--- config.mk ---
export PLATFORM = sky130hd
export DESIGN_NAME = edusoc_dbg_master
export DESIGN_NICKNAME = d
export VERILOG_FILES = /design/src/rtl/edusoc_dbg_master.sv
export SDC_FILE = /design/constraint.sdc
export NUM_CORES = 1
export LEC_CHECK = 0
export CAP_MARGIN = 10
export CORE_AREA = 4 4 105 107
export DETAILED_ROUTE_END_ITERATION = 8
export DIE_AREA = 0 0 109 111
export GPL_ROUTABILITY_DRIVEN = 0
export GPL_TIMING_DRIVEN = 0
export PLACE_DENSITY_LB_ADDON = 0.1
export SYNTH_ARGS = -nofsm -noshare
export SYNTH_HDL_FRONTEND = slang
export SYNTH_SLANG_ARGS = --single-unit
export TNS_END_PERCENT = 100
--- constraint.sdc ---
create_clock -name CPU_CLK -period 3.8 [get_ports CPU_CLK]
set_input_delay 0.57 -clock CPU_CLK [delete_from_list [all_inputs] [get_ports CPU_CLK]]
set_output_delay 0.57 -clock CPU_CLK [all_outputs]
set_load 0.02 [all_outputs]
--- src/rtl/edusoc_dbg_master.sv ---
// Debug bus initiator: turns a host byte stream into single-word EduSoC data-port
// transactions and streams back a status byte plus any read data, LSB first.
module edusoc_dbg_master #(
  parameter int unsigned TIMEOUT = 1023
) (
  input  logic        CPU_CLK,
  input  logic        CPU_RES,
  input  logic [7:0]  RX_DATA,
  input  logic        RX_VALID,
  output logic [7:0]  TX_DATA,
  output logic        TX_VALID,
  input  logic        TX_READY,
  output logic        DATA_REQ,
  input  logic        DATA_VALID,
  output logic        DATA_WE,
  output logic [3:0]  DATA_BE,
  output logic [31:0] DATA_ADDR,
  output logic [31:0] DATA_WDATA,
  input  logic [31:0] DATA_RDATA,
  output logic        BUSY
);

  localparam int unsigned CNT_W = (TIMEOUT < 2) ? 1 : $clog2(TIMEOUT + 1);
  localparam logic [CNT_W-1:0] CNT_LAST = CNT_W'(TIMEOUT - 1);

  localparam logic [7:0] CMD_WRITE = 8'h57;
  localparam logic [7:0] CMD_READ  = 8'h52;
  localparam logic [7:0] ST_OK     = 8'h4B;
  localparam logic [7:0] ST_ERR    = 8'h45;

  typedef enum logic [2:0] {
    S_IDLE,
    S_ADDR,
    S_WDATA,
    S_BUS,
    S_STAT,
    S_RDATA
  } state_e;

  state_e           state_q, state_d;
  logic             is_write_q, is_write_d;
  logic [1:0]       byte_cnt_q, byte_cnt_d;
  logic [31:0]      addr_q, addr_d;
  logic [31:0]      wdata_q, wdata_d;
  logic [31:0]      rdata_q, rdata_d;
  logic [CNT_W-1:0] tmo_cnt_q, tmo_cnt_d;
  logic             req_q, req_d;
  logic             we_q, we_d;
  logic [3:0]       be_q, be_d;
  logic             tx_valid_q, tx_valid_d;
  logic [7:0]       tx_data_q, tx_data_d;
  logic             busy_q, busy_d;

  logic             tx_accept;
  logic [1:0]       next_byte;
  logic             start_bus;
  logic             end_bus;
  logic [7:0]       end_status;

  assign tx_accept = tx_valid_q && TX_READY;
  assign next_byte = byte_cnt_q + 2'd1;

  always_comb begin
    state_d    = state_q;
    is_write_d = is_write_q;
    byte_cnt_d = byte_cnt_q;
    addr_d     = addr_q;
    wdata_d    = wdata_q;
    rdata_d    = rdata_q;
    tmo_cnt_d  = tmo_cnt_q;
    req_d      = req_q;
    we_d       = we_q;
    be_d       = be_q;
    tx_valid_d = tx_valid_q;
    tx_data_d  = tx_data_q;
    start_bus  = 1'b0;
    end_bus    = 1'b0;
    end_status = ST_ERR;

    unique case (state_q)
      S_IDLE: begin
        if (RX_VALID && (RX_DATA == CMD_WRITE || RX_DATA == CMD_READ)) begin
          is_write_d = (RX_DATA == CMD_WRITE);
          byte_cnt_d = 2'd0;
          state_d    = S_ADDR;
        end
      end
      S_ADDR: begin
        if (RX_VALID) begin
          addr_d[{byte_cnt_q, 3'b000} +: 8] = RX_DATA;
          byte_cnt_d = next_byte;
          if (byte_cnt_q == 2'd3) begin
            if (is_write_q) state_d = S_WDATA;
            else            start_bus = 1'b1;
          end
        end
      end
      S_WDATA: begin
        if (RX_VALID) begin
          wdata_d[{byte_cnt_q, 3'b000} +: 8] = RX_DATA;
          byte_cnt_d = next_byte;
          if (byte_cnt_q == 2'd3) start_bus = 1'b1;
        end
      end
      S_BUS: begin
        // A completion in the final allowed cycle still wins over the timeout.
        if (DATA_VALID) begin
          end_bus    = 1'b1;
          end_status = ST_OK;
          if (!is_write_q) rdata_d = DATA_RDATA;
        end else if (tmo_cnt_q == CNT_LAST) begin
          end_bus = 1'b1;
        end else begin
          tmo_cnt_d = tmo_cnt_q + 1'b1;
        end
      end
      S_STAT: begin
        if (tx_accept) begin
          if (!is_write_q && tx_data_q == ST_OK) begin
            state_d    = S_RDATA;
            byte_cnt_d = 2'd0;
            tx_data_d  = rdata_q[7:0];
          end else begin
            state_d    = S_IDLE;
            tx_valid_d = 1'b0;
          end
        end
      end
      S_RDATA: begin
        if (tx_accept) begin
          if (byte_cnt_q == 2'd3) begin
            state_d    = S_IDLE;
            tx_valid_d = 1'b0;
          end else begin
            byte_cnt_d = next_byte;
            tx_data_d  = rdata_q[{next_byte, 3'b000} +: 8];
          end
        end
      end
      default: state_d = S_IDLE;
    endcase

    addr_d[1:0] = 2'b00;

    if (start_bus) begin
      state_d   = S_BUS;
      req_d     = 1'b1;
      we_d      = is_write_q;
      be_d      = 4'hF;
      tmo_cnt_d = '0;
    end

    if (end_bus) begin
      state_d    = S_STAT;
      req_d      = 1'b0;
      we_d       = 1'b0;
      be_d       = 4'h0;
      tx_valid_d = 1'b1;
      tx_data_d  = end_status;
    end

    busy_d = (state_d != S_IDLE);
  end

  always_ff @(posedge CPU_CLK) begin
    if (CPU_RES) begin
      state_q    <= S_IDLE;
      is_write_q <= 1'b0;
      byte_cnt_q <= 2'd0;
      addr_q     <= '0;
      wdata_q    <= '0;
      rdata_q    <= '0;
      tmo_cnt_q  <= '0;
      req_q      <= 1'b0;
      we_q       <= 1'b0;
      be_q       <= 4'h0;
      tx_valid_q <= 1'b0;
      tx_data_q  <= 8'h00;
      busy_q     <= 1'b0;
    end else begin
      state_q    <= state_d;
      is_write_q <= is_write_d;
      byte_cnt_q <= byte_cnt_d;
      addr_q     <= addr_d;
      wdata_q    <= wdata_d;
      rdata_q    <= rdata_d;
      tmo_cnt_q  <= tmo_cnt_d;
      req_q      <= req_d;
      we_q       <= we_d;
      be_q       <= be_d;
      tx_valid_q <= tx_valid_d;
      tx_data_q  <= tx_data_d;
      busy_q     <= busy_d;
    end
  end

  assign DATA_REQ   = req_q;
  assign DATA_WE    = we_q;
  assign DATA_BE    = be_q;
  assign DATA_ADDR  = addr_q;
  assign DATA_WDATA = wdata_q;
  assign TX_VALID   = tx_valid_q;
  assign TX_DATA    = tx_data_q;
  assign BUSY       = busy_q;

endmodule

==> flow_summary.json, run 1 <==
{
  "dr.pass1.iters": 5,
  "die_w_um": 109,
  "grt_util_all_layers": 0.259,
  "io_pins": 125,
  "vias_per_cell": 5.67,
  "ant_nets": 0,
  "dp_cells": 911,
  "setup_ws_ps": 1250,
  "dr.first_iter.drc_count": 458,
  "post-cts-setup-buffers": 0,
  "yosys_register_bits": 122,
  "grt_pass1_wl_um": 25000,
  "p_leak_nw": 2.49,
  "async_reset_ff_frac": 0,
  "synth.area.top_cells": "dfxtp_1 46%, nand2_1 9.8%, a21oi_1 9.7%",
  "cts_sinks": 122,
  "totalWireLength_um": 15500,
  "hold_viol_final": 0,
  "finalSetupViolCount": 0,
  "clk_path_buf_depth": 2,
  "postCtsHoldBufs": 0,
  "drv_slew": 0,
  "synthAdderAreaFrac": 0.0183,
  "setup-tns-final_ps": 0,
  "max-vdd-ir-drop_uv": 228,
  "ys.flop_type": "dfxtp_1",
  "status": "complete, no violations",
  "vias": 5347,
  "dpl_cell_area_um2": 6660,
  "h-tree-depth": 4,
  "synth_xor_area_frac": 0.0148,
  "p_per_area_nw_per_um2": 430,
  "final-seq-area_um2": 2440,
  "synth_top_family_by_area": "simple AND/OR/NAND/NOR gates",
  "finalCritPeriodShare": 0.670,
  "finalNonFillerCells": 943,
  "grt_overflow": 0,
  "tightest_slew_ps": 648,
  "netlist_area_um2": 5340,
  "synth.yosys.seq_area_share": 0.457,
  "design_area_um2": 7300,
  "cts-root-buf": "clkbuf_8",
  "yosysTopAreaCell": "dfxtp_1",
  "initial_core_util": 0.527,
  "fmax_mhz": 393,
  "critPathLaunchType": "flip-flop",
  "synth_most_common_cell": "nand2_1",
  "drive_gt1_frac": 0.100,
  "cts.reportedPaths.clkPinSlew_ps": 60,
  "nets": 846,
  "die_h_um": 111,
  "antenna_found_initial": 0,
  "cap_viol_max_count": 0,
  "num_rows": 37,
  "fillCellCount": 808,
  "yosys.area_share.simple": 0.268,
  "synth_edf_count": 0,
  "area_delta_synth_final_pct": 36.7,
  "multi_input_area_um2": 2580,
  "insertedDiodeCount": 0,
  "yosysWarnings": 0,
  "wl_per_cell_um": 16.5,
  "cts-resized-gates": 0,
  "drc": 0,
  "hpwl_um": 11000,
  "clkLatencyLatePin_ps": 520,
  "synth_top_cell_area_share": 0.457,
  "path_max_fanout": 10,
  "grt_max_degree": 17,
  "core_um2": 10100,
  "crit_arrival_ps": 2980,
  "first_global_vias": 5109,
  "cp-end-kind": "flip-flop",
  "synth_compound_area_frac": 0.159,
  "syn-mean-instance-area_um2": 8.09,
  "io_buffers": 114,
  "muxShareOfSynthArea": 0.0223,
  "path_class": "reg2reg",
  "syn_inst": 660,
  "hp-class": "reg2reg",
  "dieArea_um2": 12100,
  "synth_cell_type_count": 60,
  "relSlewSlack": 0.568,
  "fin_skew_ps": 8.00,
  "fin_crit_ps": 2550,
  "numCtsBuffers": 17,
  "rsz0062_at_grt": "false",
  "ys_top_cells_by_count": "140 x nand2_1, 122 x dfxtp_1, 103 x a21oi_1",
  "cts_tree": "built",
  "crit_required_ps": 4240,
  "pre_cts_ws_ps": 1270
}
-- critical path: stages, from the launching register on --
cell,delay [ps]
dfxtp_1,530
inv_2,160
ha_1,440
buf_2,290
nor3b_2,450
buf_2,300
nand3_1,110
a21oi_1,180
-- cell families (layout without fill, tap and decap cells) --
| family | Yosys count | after routing |
|---|---|---|
| AOI/OAI and AO/OA | 144 | 144 |
| xor gates and xnor gates | 9 | 9 |
| adders and majority gates | 8 | 8 |
| buffers and inverters | 68 | 214 |
| DFF | 122 | 122 |
| muxes | 11 | 11 |
| other | 1 | 2 |
| and+or+nand+nor | 297 | 297 |
-- state kept, by name, indices dropped and copies added, names as in the netlist --
name        cells
rdata_q        32
DATA_WE         1
byte_cnt_q      2
DATA_WDATA     32
BUSY            1
is_write_q      1
DATA_BE         1
DATA_ADDR      30
tmo_cnt_q      10
TX_DATA         8
state_q         3
TX_VALID        1
-- where the power goes --
part / internal, W / leakage (nW) / switching (W)
registers: 0.00128 / 0.982 / 0.000000168
logic: 0.0000430 / 1.19 / 0.0000543
clock network: 0.00116 / 0.313 / 0.000605
-- metrics by stage --
stage                      util  power [W]  hold slack, ps
after CTS                 0.720    0.00314             454
after detailed placement  0.657    0.00140             446
after global placement    0.657    0.00140             438
after floorplan               -    0.00134             431
after global routing      0.720    0.00320             472
final                     0.720    0.00314             452
-- layout make-up --
| type | count | share of cell area |
|---|---|---|
| inverter | 11 | 0.00565 |
| sequential | 122 | 0.334 |
| clock buffer | 19 | 0.0591 |
| tap | 136 | 0.0233 |
| clock inverter | 13 | 0.0295 |
| timing repair buffer | 114 | 0.156 |
| buffer | 57 | 0.0380 |
| multi-input combinational | 471 | 0.354 |
-- per-layer routing --
metal	track usage	part of all wire
met5	0	0
met1	0.310	0.40
met3	0.0542	0.073
met2	0.451	0.50
met4	0.0926	0.027
-- worst paths after layout --
| path | start | endpoint | slack [ps] | cells after the start |
|---|---|---|---|---|
| max | byte_cnt_q[0]$_SDFFE_PP0P_ | DATA_WDATA[12]$_SDFFE_PP0P_ | 1250 | 7 |
| min | rdata_q[8]$_SDFFE_PP0P_ | rdata_q[8]$_SDFFE_PP0P_ | 450 | 2 |
| max reg2reg | byte_cnt_q[0]$_SDFFE_PP0P_ | DATA_WDATA[12]$_SDFFE_PP0P_ | 1250 | 7 |
| min reg2reg | rdata_q[8]$_SDFFE_PP0P_ | rdata_q[8]$_SDFFE_PP0P_ | 450 | 2 |
-- layout by cell type, fill, tap and decap left out, types with 9 or more instances in the layout --
cell type	Yosys	layout
clkbuf_1	27	28
nand2_1	140	140
nand3_1	66	66
dfxtp_1	122	122
buf_2	21	21
clkbuf_16	0	16
inv_1	10	10
clkdlybuf4s50_1	0	114
o22ai_1	9	9
nor2_1	26	26
nand4_1	9	9
a21oi_1	103	103
No activity file was read; power rests on OpenSTA's default activity.
==> run 2: changes to the inputs <==
Settings changed: CORE_AREA 4 4 105 107 to 4 4 109 111, DIE_AREA 0 0 109 111 to 0 0 113 115.
Clock period 3.8 ns to 2.5 ns, I/O delays scaled along.
==> run 2 against run 1 <==
Global-route usage down 2.9 points; first-iteration DRC count down 27%; sequential cell count unchanged.
==> flow_summary.json, run 2 (synthesis gave the netlist of run 1 again) <==
{
  "grt_pass1_wl_um": 24100,
  "finalSetupViolCount": 0,
  "fin_crit_ps": 2260,
  "io_buffers": 114,
  "setup-tns-final_ps": 0,
  "path_max_fanout": 10,
  "io_pins": 125,
  "post-cts-setup-buffers": 0,
  "crit_arrival_ps": 2690,
  "drc": 0,
  "grt_busiest_layer": "met2",
  "core_um2": 10800,
  "cts_tree": "built",
  "grt_util_all_layers": 0.230,
  "r2r_setup_slack_ps": 240,
  "hold_viol_final": 0,
  "path_class": "reg2reg",
  "num_rows": 38,
  "hold_start": "RX_DATA[1]",
  "max-vdd-ir-drop_uv": 393,
  "totalWireLength_um": 15000,
  "die_h_um": 115,
  "cts_sinks": 122,
  "die_w_um": 113,
  "p_per_area_nw_per_um2": 644,
  "vias_per_cell": 5.48,
  "nets": 846,
  "wl_per_cell_um": 15.8,
  "r2r-start": "byte_cnt_q[0]$_SDFFE_PP0P_",
  "grt_use_met2": 0.397,
  "postCtsHoldBufs": 0,
  "r2r-end": "DATA_WDATA[10]$_SDFFE_PP0P_",
  "mostFrequentLayoutCell": "nand2_1",
  "cp-end-kind": "flip-flop",
  "hp-class": "in2reg",
  "dr.first_iter.drc_count": 335,
  "cap_viol_max_count": 0,
  "fin_skew_ps": 6.15,
  "initial_core_util": 0.495,
  "area_delta_synth_final_pct": 36.8,
  "ant_nets": 0,
  "crit_start": "byte_cnt_q[0]$_SDFFE_PP0P_",
  "vias": 5191,
  "use_met3": 0.0547,
  "min_to": "DATA_WDATA[17]$_SDFFE_PP0P_",
  "insertedDiodeCount": 0,
  "h-tree-depth": 4,
  "tightest_slew_ps": 641,
  "clk_path_buf_depth": 2,
  "fmax_mhz": 443,
  "drv_slew": 0,
  "rsz0062_at_grt": "false",
  "mostFrequentLayoutCells": "140 x nand2_1, 121 x dfxtp_1, 114 x clkdlybuf4s50_1",
  "p_leak_nw": 2.51,
  "relSlewSlack": 0.572,
  "met1_usage": 0.281,
  "grt_overflow": 0,
  "utilization": 0.677,
  "cts-resized-gates": 0,
  "first_global_vias": 4970,
  "dieArea_um2": 13000,
  "numCtsBuffers": 17,
  "critPathLaunchType": "flip-flop",
  "cts.reportedPaths.clkPinSlew_ps": 60,
  "dr.pass1.iters": 5,
  "drive_gt1_frac": 0.0979,
  "finalCritPeriodShare": 0.904,
  "cts-root-buf": "clkbuf_8",
  "min_path_cells": 3,
  "status": "complete, no violations",
  "antenna_found_initial": 0,
  "crit_required_ps": 2930,
  "clkLatencyLatePin_ps": 520,
  "worstRegToRegCells": 7,
  "hpwl_um": 10800,
  "grt_max_degree": 17
}
run 2: changes by cell type in the layout (fill, tap and decap cells not counted), sizes merged:
cell      delta
clkinv       -2
inv          -2
clkinvlp     -1
clkbuf       +5
run 2: area by class of cell:
class                      count  area [um^2]
clock buffer                  24          460
inverter                      11         41.3
timing repair buffer         114         1140
fill                         935         3480
sequential                   122         2440
clock inverter                 8          165
multi-input combinational    471         2600
buffer                        57          279
tap                          140          175
run 2: layer usage:
| metal | share of wire | vias to the layer above |
|---|---|---|
| li1 | - | 2546 |
| met1 | 0.41 | 2420 |
| met2 | 0.50 | 199 |
| met3 | 0.072 | 26 |
| met4 | 0.017 | 0 |
| met5 | 0 | - |
run 2: where the power goes:
| part | total, W | switching [W] | internal (W) |
|---|---|---|---|
| registers | 0.00195 | 0.000000229 | 0.00195 |
| clock network | 0.00261 | 0.000844 | 0.00177 |
| logic | 0.000146 | 0.0000809 | 0.0000653 |
run 2: how the worst max path moves through the flow:
stage,to,slack (ps),cells past startpoint
after global routing,DATA_ADDR[10]$_SDFFE_PP0P_,70,7
final,DATA_WDATA[10]$_SDFFE_PP0P_,240,7
after detailed placement,DATA_WDATA[10]$_SDFFE_PP0P_,50,7
after global placement,DATA_ADDR[10]$_SDFFE_PP0P_,110,7
after CTS,DATA_WDATA[10]$_SDFFE_PP0P_,40,7
after floorplan,DATA_ADDR[10]$_SDFFE_PP0P_,540,7
run 2: stage by stage:
step,area (um^2),std cells,hold slack [ps],power [W],worst slack [ps]
final,7310,947,333,0.00470,241
after global routing,7310,947,337,0.00481,73.9
after CTS,7290,947,313,0.00472,37.0
after detailed placement,6660,915,446,0.00213,47.3
after global placement,6660,915,440,0.00213,107
after floorplan,5350,661,431,0.00204,539
run 2: critical path, cell delays in order, from the launching register on:
cell and delay [ps]:
dfxtp_2 440, inv_2 140, ha_1 430, buf_2 280, nor3b_4 350, buf_2 270, nand3_1 100, a21oi_1 170
==> run 3: changes to the inputs <==
Settings changed: CORE_AREA 4 4 109 111 to 4 4 98 100, CTS_CLUSTER_DIAMETER set to 200, DIE_AREA 0 0 113 115 to 0 0 102 104, DONT_BUFFER_PORTS set to 1.
==> run 3 against run 2 <==
Total power shrank 2.8%; fmax about the same; combinational power fell by 23%; global-route usage grew 5.0 points; die area fell by 18%; count of clock-buffer cells in the layout down 7; clock skew grew 1.2 ps; routed wire length fell by 2.3%; via count decreased by 5.1%; critical endpoint is now TX_DATA[7]$_SDFFE_PP0P_; highest routed layer unchanged.
==> flow_summary.json, run 3 (synthesis gave the netlist of run 1 again) <==
{
  "cts-root-buf": "clkbuf_8",
  "num_rows": 34,
  "power.internal_w": 0.00360,
  "path_max_fanout": 10,
  "numCtsBuffers": 17,
  "pwr-share-comb": 0.025,
  "insertedDiodeCount": 0,
  "rsz0062_at_grt": "false",
  "io_pins": 125,
  "wl_per_cell_um": 17.7,
  "antenna_found_initial": 0,
  "grt_max_degree": 17,
  "totalWireLength_um": 14600,
  "die_w_um": 102,
  "cts_tree": "built",
  "fin_crit_ps": 2260,
  "fmax_mhz": 443,
  "clk_path_buf_depth": 2,
  "first_global_vias": 4870,
  "final-seq-area_um2": 2440,
  "grt_pass1_wl_um": 23900,
  "mostFrequentLayoutCells": "140 x nand2_1, 121 x dfxtp_1, 103 x a21oi_1",
  "initial_core_util": 0.615,
  "cts_sinks": 122,
  "path_class": "reg2reg",
  "p_per_area_nw_per_um2": 720,
  "die_h_um": 104,
  "seqPwrFrac": 0.426,
  "p_sw_frac": 0.212,
  "fin_skew_ps": 7.36,
  "mostFrequentLayoutCell": "nand2_1",
  "cap_viol_max_count": 0,
  "grt_overflow": 0,
  "dr.pass1.iters": 6,
  "setup-tns-final_ps": 0,
  "drc": 0,
  "design_area_um2": 6350,
  "ant_nets": 0,
  "finalSetupViolCount": 0,
  "critPathSlowestCell": "dfxtp_2",
  "area_delta_synth_final_pct": 18.8,
  "path_cells": "inv_2 -> ha_1 -> buf_4 -> nand4b_1 -> o22ai_1 -> a21oi_1 -> a22oi_1 -> nor2_1",
  "status": "complete, no violations",
  "critPathLaunchType": "flip-flop",
  "dieArea_um2": 10600,
  "dr.first_iter.drc_count": 392,
  "cts.reportedPaths.clkPinSlew_ps": 60,
  "grt_util_all_layers": 0.280,
  "crit_required_ps": 2880,
  "hold_viol_final": 0,
  "fillCellCount": 693,
  "h-tree-depth": 4,
  "clkPwrFrac": 0.550,
  "finalCritPeriodShare": 0.903,
  "io_buffers": 0,
  "core_um2": 8680,
  "drv_slew": 0,
  "dpl_cell_area_um2": 5480,
  "pre_cts_ws_ps": 32.2,
  "crit_arrival_ps": 2640,
  "vias": 4926,
  "cp-end-kind": "flip-flop",
  "r2r_setup_slack_ps": 240,
  "max_stage_delay_ps": 430,
  "relSlewSlack": 0.520,
  "multi_input_area_um2": 2600,
  "p_leak_nw": 2.20,
  "setup_ws_ps": 241,
  "max-vdd-ir-drop_uv": 413,
  "tightest_slew_ps": 717,
  "clkLatencyLatePin_ps": 520,
  "hpwl_um": 10000,
  "hp-class": "in2reg",
  "nets": 757,
  "drive_gt1_frac": 0.121,
  "vias_per_cell": 5.97,
  "p_sw_w": 0.000970
}
-- run 3: area by class of cell --
type / count / share of cell area
plain buffers: 57 / 0.0440
multi-input cells: 471 / 0.409
repair buffers: 25 / 0.0378
flip-flops and latches: 122 / 0.385
inverters: 11 / 0.00651
clock buffers: 17 / 0.0652
clock inverters: 14 / 0.0311
well taps: 108 / 0.0213
-- run 3: power by group through the flow --
| stage | logic (W) | clock network (W) | registers [W] |
|---|---|---|---|
| 4_1_cts | 0.000110 | 0.00253 | 0.00195 |
| 2_1_floorplan | 0.0000558 | 0 | 0.00199 |
| 3_3_place_gp | 0.0000826 | 0 | 0.00199 |
| 5_1_grt | 0.000121 | 0.00263 | 0.00194 |
| 3_5_place_dp | 0.0000838 | 0 | 0.00199 |
| 6_report | 0.000113 | 0.00251 | 0.00195 |
-- run 3: worst paths after layout --
check,start,endpoint,depth (start not counted)
setup / recovery,byte_cnt_q[0]$_SDFFE_PP0P_,TX_DATA[7]$_SDFFE_PP0P_,8
hold / removal,DATA_RDATA[8],rdata_q[8]$_SDFFE_PP0P_,2
setup reg to reg,byte_cnt_q[0]$_SDFFE_PP0P_,TX_DATA[7]$_SDFFE_PP0P_,8
hold reg to reg,rdata_q[18]$_SDFFE_PP0P_,rdata_q[18]$_SDFFE_PP0P_,2
-- run 3: layer usage --
layer  vias to the layer above  wire length, um  GRT usage
li1                       2378                -          -
met1                      2312             5530      0.324
met2                       192             7340      0.472
met3                        44             1300     0.0845
met4                         0              461      0.121
met5                         -                0          0
-- run 3: worst max-delay path: cells and delay by family, from the launching register on --
kind / cells / cell delay (ps)
AND/OR/NAND/NOR: 2 / 360
flip-flops: 1 / 430
adder cells (fa/ha/maj): 1 / 420
buffers and inverters: 2 / 360
AO/OA/AOI/OAI: 3 / 570
-- run 3: repair_timing --
action,4_1_cts,5_1_grt
hold buffers,21,0
gates resized for setup,0,5
endpoints found under the hold margin,21,0
setup buffers,0,4
setup endpoints to repair,0,34
-- run 3: metrics by stage --
stage / power [W] / utilization / hold WS (ps) / std cells
4_1_cts: 0.00458 / 0.726 / 2.13 / 821
3_3_place_gp: 0.00207 / 0.631 / 443 / 769
2_1_floorplan: 0.00204 / - / 431 / 661
6_report: 0.00457 / 0.731 / 1.16 / 825
3_5_place_dp: 0.00207 / 0.631 / 448 / 769
5_1_grt: 0.00469 / 0.731 / 6.94 / 825
